[config.mk]
export PLATFORM = sky130hd
export DESIGN_NAME = adder_ctrl_rb
export DESIGN_NICKNAME = d
export VERILOG_FILES = /design/src/rtl/adder_ctrl_rb.sv
export SDC_FILE = /design/constraint.sdc
export NUM_CORES = 1
export LEC_CHECK = 0
export BUFFER_PORTS_ARGS = -buffer_cell sky130_fd_sc_hd__buf_2
export CORE_ASPECT_RATIO = 1.2
export CORE_MARGIN = 5
export CORE_UTILIZATION = 50
export DETAILED_ROUTE_END_ITERATION = 7
export PLACE_DENSITY = 0.87
export REMOVE_ABC_BUFFERS = 1
export SETUP_SLACK_MARGIN = 0.2
export SYNTH_ARGS = -nofsm -noshare
export SYNTH_HDL_FRONTEND = slang
export SYNTH_SLANG_ARGS = --single-unit
[constraint.sdc]
create_clock -name S_AXI_ACLK -period 3.9 [get_ports S_AXI_ACLK]
set_clock_uncertainty 0.1 [all_clocks]
set_input_delay 0 -clock S_AXI_ACLK [delete_from_list [all_inputs] [get_ports S_AXI_ACLK]]
set_output_delay 0 -clock S_AXI_ACLK [all_outputs]
set_load 0.02 [all_outputs]
[src/rtl/adder_ctrl_rb.sv]
// adder_ctrl_rb: register bank + start/done sequencer for the adder accelerator.
// Ports: S_AXI_ACLK/S_AXI_ARESETN clock and async low reset; i_en_amba_write,
// i_addr_wc, i_data_wc, i_strb write side; i_addr_rc/o_data_rc comb read side;
// o_is_busy; o_add_start, o_add_a, o_add_b, i_add_done, i_add_sum adder side;
// o_irq only when ADDER_CTRL_IRQ_EN is defined (also enables CTRL.IRQ_EN).
module adder_ctrl_rb #(
  parameter int unsigned TIMEOUT_CYCLES = 64,
  parameter int unsigned CNT_WIDTH      = 8
) (
  input  logic        S_AXI_ACLK,
  input  logic        S_AXI_ARESETN,
  input  logic        i_en_amba_write,
  input  logic [31:0] i_addr_wc,
  input  logic [31:0] i_data_wc,
  input  logic [3:0]  i_strb,
  input  logic [31:0] i_addr_rc,
  output logic [31:0] o_data_rc,
  output logic        o_is_busy,
  output logic        o_add_start,
  output logic [31:0] o_add_a,
  output logic [31:0] o_add_b,
  input  logic        i_add_done,
  input  logic [32:0] i_add_sum
`ifdef ADDER_CTRL_IRQ_EN
  ,
  output logic        o_irq
`endif
);

  localparam int unsigned TW = $clog2(TIMEOUT_CYCLES + 1);

  typedef enum logic [1:0] {
    IDLE,
    LAUNCH,
    WAIT,
    STORE
  } state_t;

  state_t               state;
  logic [TW-1:0]        tmr;
  logic [32:0]          sum_q;
  logic [31:0]          op_a;
  logic [31:0]          op_b;
  logic [31:0]          result;
  logic                 carry;
  logic                 done;
  logic                 tmo;
  logic [CNT_WIDTH-1:0] op_cnt;
  logic                 irq_en;

  logic                 w_ok;
  logic                 r_ok;
  logic                 wr_ctrl;
  logic                 wr_opa;
  logic                 wr_opb;
  logic                 wr_stat;
  logic [31:0]          status;

  // Busy is a registered mirror of state != IDLE, so gating with it
  // drops every write while an operation is in flight.
  assign w_ok = i_en_amba_write && !o_is_busy
             && (i_addr_wc[31:8] == 24'd0)
             && (i_addr_wc[7:0] < 8'h14);
  assign r_ok = (i_addr_rc[31:8] == 24'd0)
             && (i_addr_rc[7:0] < 8'h14);

  assign wr_ctrl = w_ok && (i_addr_wc[4:2] == 3'd0) && i_strb[0];
  assign wr_opa  = w_ok && (i_addr_wc[4:2] == 3'd1);
  assign wr_opb  = w_ok && (i_addr_wc[4:2] == 3'd2);
  assign wr_stat = w_ok && (i_addr_wc[4:2] == 3'd4) && i_strb[0];

  assign o_add_a = op_a;
  assign o_add_b = op_b;

`ifdef ADDER_CTRL_IRQ_EN
  assign o_irq = irq_en & (done | tmo);
`else
  assign irq_en = 1'b0;
`endif

  always_comb begin
    status = '0;
    status[0] = done;
    status[1] = carry;
    status[2] = tmo;
    status[3] = o_is_busy;
    status[8 +: CNT_WIDTH] = op_cnt;
  end

  always_comb begin
    o_data_rc = '0;
    if (r_ok) begin
      unique case (i_addr_rc[4:2])
        3'd0:    o_data_rc = {30'd0, irq_en, 1'b0};
        3'd1:    o_data_rc = op_a;
        3'd2:    o_data_rc = op_b;
        3'd3:    o_data_rc = result;
        3'd4:    o_data_rc = status;
        default: o_data_rc = '0;
      endcase
    end
  end

  always_ff @(posedge S_AXI_ACLK or negedge S_AXI_ARESETN) begin
    if (!S_AXI_ARESETN) begin
      state       <= IDLE;
      tmr         <= '0;
      sum_q       <= '0;
      op_a        <= '0;
      op_b        <= '0;
      result      <= '0;
      carry       <= 1'b0;
      done        <= 1'b0;
      tmo         <= 1'b0;
      op_cnt      <= '0;
      o_add_start <= 1'b0;
      o_is_busy   <= 1'b0;
`ifdef ADDER_CTRL_IRQ_EN
      irq_en      <= 1'b0;
`endif
    end else begin
      o_add_start <= 1'b0;
      for (int i = 0; i < 4; i++) begin
        if (wr_opa && i_strb[i])
          op_a[8*i +: 8] <= i_data_wc[8*i +: 8];
        if (wr_opb && i_strb[i])
          op_b[8*i +: 8] <= i_data_wc[8*i +: 8];
      end
      if (wr_stat) begin
        if (i_data_wc[0]) done <= 1'b0;
        if (i_data_wc[2]) tmo  <= 1'b0;
      end
      unique case (state)
        IDLE: begin
          if (wr_ctrl) begin
`ifdef ADDER_CTRL_IRQ_EN
            irq_en <= i_data_wc[1];
`endif
            // CLR first; a simultaneous START then launches on cleared state.
            if (i_data_wc[2]) begin
              result <= '0;
              carry  <= 1'b0;
              done   <= 1'b0;
              tmo    <= 1'b0;
              op_cnt <= '0;
            end
            if (i_data_wc[0]) begin
              done        <= 1'b0;
              tmo         <= 1'b0;
              state       <= LAUNCH;
              o_is_busy   <= 1'b1;
              o_add_start <= 1'b1;
            end
          end
        end
        LAUNCH: begin
          tmr   <= '0;
          state <= WAIT;
        end
        WAIT: begin
          // Done has priority over an expiring timer.
          if (i_add_done) begin
            sum_q <= i_add_sum;
            state <= STORE;
          end else if (tmr == TW'(TIMEOUT_CYCLES - 1)) begin
            tmo       <= 1'b1;
            state     <= IDLE;
            o_is_busy <= 1'b0;
          end else begin
            tmr <= tmr + 1'b1;
          end
        end
        STORE: begin
          result    <= sum_q[31:0];
          carry     <= sum_q[32];
          done      <= 1'b1;
          op_cnt    <= op_cnt + 1'b1;
          state     <= IDLE;
          o_is_busy <= 1'b0;
        end
        default: state <= IDLE;
      endcase
    end
  end

endmodule

## Word-level counts from Yosys, hierarchy flattened

Cells that the tools add are included.

- Add/subtract/negate cells: 2
- Magnitude comparators: 2
- Eq/ne operators: 18
- Multiplexer cells: 41
- Reductions and logical operators: 31

Operators by type and width:

| operator | number |
|---|---|
| one-hot mux 32 bit (4 select lines) | 1 |
| 2-to-1 mux 32 bit | 3 |
| one-hot mux 32 bit (2 select lines) | 1 |
| zero test 24 bit | 2 |
| 2-to-1 mux 1 bit | 21 |
| logical AND 1 bit | 18 |
| less-than comparator 8 x 5 -> 1 bit, second input constant | 2 |
| 2-to-1 mux 8 bit | 2 |
| one-hot mux 8 bit (2 select lines) | 1 |
| 2-to-1 mux 7 bit | 2 |
| one-hot mux 7 bit (2 select lines) | 1 |
| != test 2 bit, second input constant | 6 |
| == test 3 x 2 -> 1 bit, second input constant | 3 |
| AND reduction 3 bit | 3 |
| adder 8 x 1 -> 8 bit, second input constant | 1 |
| 2-to-1 mux 2 bit | 4 |
| one-hot mux 2 bit (4 select lines) | 1 |
| adder 7 x 1 -> 7 bit, second input constant | 1 |
| == test 7 x 6 -> 1 bit, second input constant | 1 |
| == test 3 x 1 -> 1 bit, second input constant | 2 |
| == test 3 bit, second input constant | 2 |
| one-hot mux 1 bit (2 select lines) | 3 |
| AND reduction 5 bit | 1 |
| == test 2 bit, second input constant | 2 |
| 9 further kinds | 10 |

- Register bits: 151
- Output and inout bits: 98
- Word-level logic and storage cells: 112

## Longest topological paths before layout

- Depth after elaboration: 11
- Gate-level depth with buffers: 7

## Worst setup path after synthesis

No wires, ideal clock.

- Path type: reg2reg
- Start point: reg state[0]
- End point: reg result[0]
- Data arrival time: 1,798 ps
- Data required time: 3,674 ps
- Path slack: 1,876 ps
- Stages on the path, launching flop included: 7
- Buffers on the path: 2
- Period minus slack after synthesis: 2,024 ps
- Path through: dfrtp_1 > ha_1 > buf_2 > buf_1 > mux2i_1 > nor2_1 > a221o_1

- Longest elaborated chain between the ends: 3
- Elaborated cells between the ends (all ways): 7
- Those cells by class: 3 x eq/ne; 1 x mux; 3 x reduce/logical

RTL lines:

| what | line | RTL |
|---|---|---|
| start, declared | 39 | `state_t state;` |
| start signal, assigned | 106 | `state <= IDLE;` |
| start signal, assigned | 150 | `state <= LAUNCH;` |
| start signal, assigned | 158 | `state <= WAIT;` |
| == test 2 bit or zero test 2 bit (tied branches) | 133 | `unique case (state)` |
| nonzero test 2 bit (no line) or != test 2 bit (tied branches) | - |  |
| AND reduction 3 bit (no line) | - |  |
| end signal, assigned | 174 | `result <= sum_q[31:0];` |
| end, declared | 44 | `logic [31:0] result;` |

Several ways; a longest one is shown, not always the timed one.
A chain may end at the register's enable or synchronous reset.

## Worst setup path in the final report

- Start point: reg o_is_busy
- End point: reg op_a[11], in the netlist o_add_a[11]

- Longest elaborated chain between the ends: 6

RTL lines:

| what | line | RTL |
|---|---|---|
| start, declared | 18 | `output logic o_is_busy,` |
| start signal, assigned | 117 | `o_is_busy <= 1'b0;` |
| start signal, assigned | 151 | `o_is_busy <= 1'b1;` |
| start signal, assigned | 168 | `o_is_busy <= 1'b0;` |
| zero test 1 bit | 61 | `assign w_ok = i_en_amba_write && !o_is_busy` |
| logical AND 1 bit | 61 |  |
| logical AND 1 bit | 62 | `&& (i_addr_wc[31:8] == 24'd0)` |
| logical AND 1 bit | 63 | `&& (i_addr_wc[7:0] < 8'h14);` |
| logical AND 1 bit | 68 | `assign wr_opa = w_ok && (i_addr_wc[4:2] == 3'd1);` |
| logical AND 1 bit | 124 | `if (wr_opa && i_strb[i])` |
| end signal, assigned by index | 125 | `op_a[8*i +: 8] <= i_data_wc[8*i +: 8];` |
| end, declared | 42 | `logic [31:0] op_a;` |

No other way between the ends.

==> impl_metrics.json <==
{
  "cp_slowest_stage_delay_ns": 0.70,
  "grt_util_all_layers_pct": 26.4,
  "drc": 0,
  "cts_setup_buffers": 0,
  "path_clk_slew_ns": 0.07,
  "period_needed_ns": 2.62,
  "crit_fanout": 8,
  "leakage_nw": 5.10,
  "cts_tree": "done",
  "via_per_inst": 5.92,
  "crit_type": "flop to flop",
  "grt_pass1_vias": 7203,
  "yosysSeqAreaShare_pct": 48.3,
  "dr.pass1.iters": 5,
  "cts_inserted_buffers": 17,
  "setup_viol": 0,
  "maxCapViolCount": 0,
  "cellPowerDensity_mw_per_mm2": 574,
  "status": "finished clean",
  "yosys_warnings": 0,
  "rr_worst_depth": 5,
  "place_area_mm2": 0.00913,
  "initial_core_util_pct": 50.4,
  "dp_hpwl_um": 15300,
  "die_w_um": 124,
  "grt_max_degree": 111,
  "rsz0062_at_grt": "no",
  "antenna_found_initial": 2,
  "syn_area_per_cell_um2": 11.7,
  "cp.arrival_ns": 2.82,
  "drive_above_1_share_pct": 42.7,
  "wl_um": 24100,
  "fin_crit_sh_pct": 67.1,
  "hold_depth": 5,
  "setup_ws_ns": 1.28,
  "grt_pass1_wl_um": 37400,
  "synthToLayoutAreaGrowth_pct": 34.8,
  "async_flop_share_pct": 100,
  "path_cells": "nor2_1, nand4_2, nor2_1, and4_1, mux2_2",
  "hold_viol_final": 0,
  "place.port_buffers": 230,
  "final_common_cell": "buf_2",
  "final_core_util_pct": 67.9,
  "hp-class": "input port to flop",
  "clkLatencyLatePin_ns": 0.42,
  "end_kind": "flop",
  "h-tree-depth": 4,
  "crit_top_cell": "nor2_1",
  "crit_path_start_kind": "flop",
  "synth_edf_count": 0,
  "die_y_um": 147,
  "grt_overflow": 0,
  "avgRoutedWirePerCell_um": 20.4,
  "dpl_worst_slack_ns": 1.35,
  "synthFlopType": "dfrtp_1",
  "fmax_mhz": 382,
  "synth-seq-cells": 151,
  "nNetsFinal": 1099,
  "critPathSlowestCell": "and4_1",
  "synth_area_mm2": 0.00782,
  "worst_pin_slew_ns": 1.02,
  "rows": 50,
  "num-fill-cells": 1150,
  "drt_iter0_drc": 508,
  "ant_nets": 0,
  "via_count": 6969,
  "synth_cells": 671,
  "coreArea_mm2": 0.0155,
  "gp_congestion": 0.845,
  "ioPinCount": 235,
  "die_area_mm2": 0.0183,
  "slew_headroom_pct": 31.7,
  "final_max_slew_viol_count": 0,
  "synthDistinctLibCells": 52,
  "irDropWorstVdd_uv": 353,
  "cts-root-buf": "clkbuf_16",
  "layout_common_cells": "buf_2, dfrtp_1, mux2_2",
  "clkSinkCount": 151,
  "final_area_mm2": 0.0105,
  "crit_required_ns": 4.11,
  "clk_path_buf_depth": 2
}
[cell families after synthesis]
logic type                 Yosys count  synth area share (%)
and+or+nand+nor                    178                  12.5
muxes                              164                  23.0
DFF                                151                  48.3
AOI/OAI and AO/OA                  117                  11.8
buffers and inverters               50                  2.86
adders and majority gates            6                 0.960
xor gates and xnor gates             5                 0.560
[cells in the mapped netlist, types with 2 or more instances]
cell type / number / area share, %
nor4_1: 7 / 0.56
a21oi_1: 11 / 0.70
and4_1: 4 / 0.45
nand3b_1: 9 / 0.86
and3_1: 5 / 0.40
o211ai_1: 3 / 0.29
ha_1: 6 / 0.96
o21ai_0: 8 / 0.51
nor3_1: 6 / 0.38
o31a_1: 2 / 0.22
mux2_2: 125 / 18
or3_1: 3 / 0.24
buf_1: 5 / 0.24
mux2i_1: 38 / 4.9
inv_1: 5 / 0.24
nand2_1: 21 / 1.0
o22a_1: 4 / 0.45
buf_4: 4 / 0.38
a31oi_1: 11 / 0.88
a211o_1: 2 / 0.22
dfrtp_1: 151 / 48
nor4_4: 5 / 1.4
nand3_1: 8 / 0.51
nand4_1: 4 / 0.32
xor2_1: 4 / 0.45
nand2b_1: 2 / 0.16
nor2b_1: 6 / 0.48
a22oi_1: 31 / 3.0
clkbuf_1: 18 / 0.86
nor2_1: 86 / 4.1
or4_1: 3 / 0.29
o21ai_1: 2 / 0.13
a221o_1: 36 / 4.6
nor4_2: 2 / 0.32
buf_2: 17 / 1.1
[critical path, delay by kind of cell, from the launching register on]
| family | cells | cell delay [ns] |
|---|---|---|
| flops | 1 | 0.44 |
| mux | 1 | 0.43 |
| simple gates | 4 | 1.54 |
[layout make-up]
cell class | instances | area, µm² | area share [%]
clock inverter | 14 | 270 | 2.56
clock buffer | 18 | 429 | 4.07
timing repair buffer | 310 | 1950 | 18.5
multi-input combinational | 470 | 3830 | 36.3
sequential | 151 | 3780 | 35.8
antenna | 1 | 2.50 | 0.0237
tap | 208 | 260 | 2.47
inverter | 6 | 22.5 | 0.214
[stage by stage]
step	hold slack [ns]	power, mW	cells	TNS, ns
6_report	0.0563	6.05	1178	0
5_1_grt	0.0976	6.34	1178	0
3_5_place_dp	0.112	4.00	1074	0
4_1_cts	0.0445	6.03	1177	0
2_1_floorplan	-0.396	3.48	627	-5.15
3_3_place_gp	0.103	3.90	1074	0
[state kept, by name (all words and copies together) (netlist names)]
signal	count
o_is_busy	1
carry	1
state	2
op_cnt	8
result	32
o_add_b	32
o_add_a	32
tmo	1
sum_q	33
o_add_start	1
tmr	7
done	1
[report_power, final]
| group | internal [mW] | switching (mW) | total, mW | leakage (nW) |
|---|---|---|---|---|
| Combinational | 0.876 | 0.882 | 1.76 | 2.77 |
| Clock | 1.28 | 0.695 | 1.97 | 0.341 |
| Sequential | 1.96 | 0.354 | 2.32 | 1.98 |
| Total | 4.12 | 1.93 | 6.05 | 5.10 |
[metal layers]
metal	GRT usage (%)	part of all wire [%]	up-vias	wire length [µm]
met5	0	0.046	-	11
met4	12.2	4.0	2	963
met1	32.1	39	3512	9350
met2	44.6	51	294	12200
met3	5.66	6.5	65	1560
li1	-	-	3096	-
[path summary, 6_finish.rpt]
| path | startpoint | end | slack [ns] |
|---|---|---|---|
| worst max-delay path | o_is_busy | o_add_a[11] | 1.28 |
| worst min-delay path | i_addr_wc[27] | tmo | 0.06 |
| worst max register to register | o_is_busy | o_add_a[11] | 1.28 |
| worst min register to register | o_add_b[2] | o_add_b[2] | 0.43 |
| max in group asynchronous | S_AXI_ARESETN | result[16] | 2.59 |
| min in group asynchronous | S_AXI_ARESETN | o_add_a[11] | 0.20 |
[what timing repair did]
action	4_1_cts	5_1_grt
hold endpoints to repair	210	0
hold buffers	71	0
gates resized for setup	0	0
setup endpoints to repair	0	0
(Power assumes the default switching activity.)
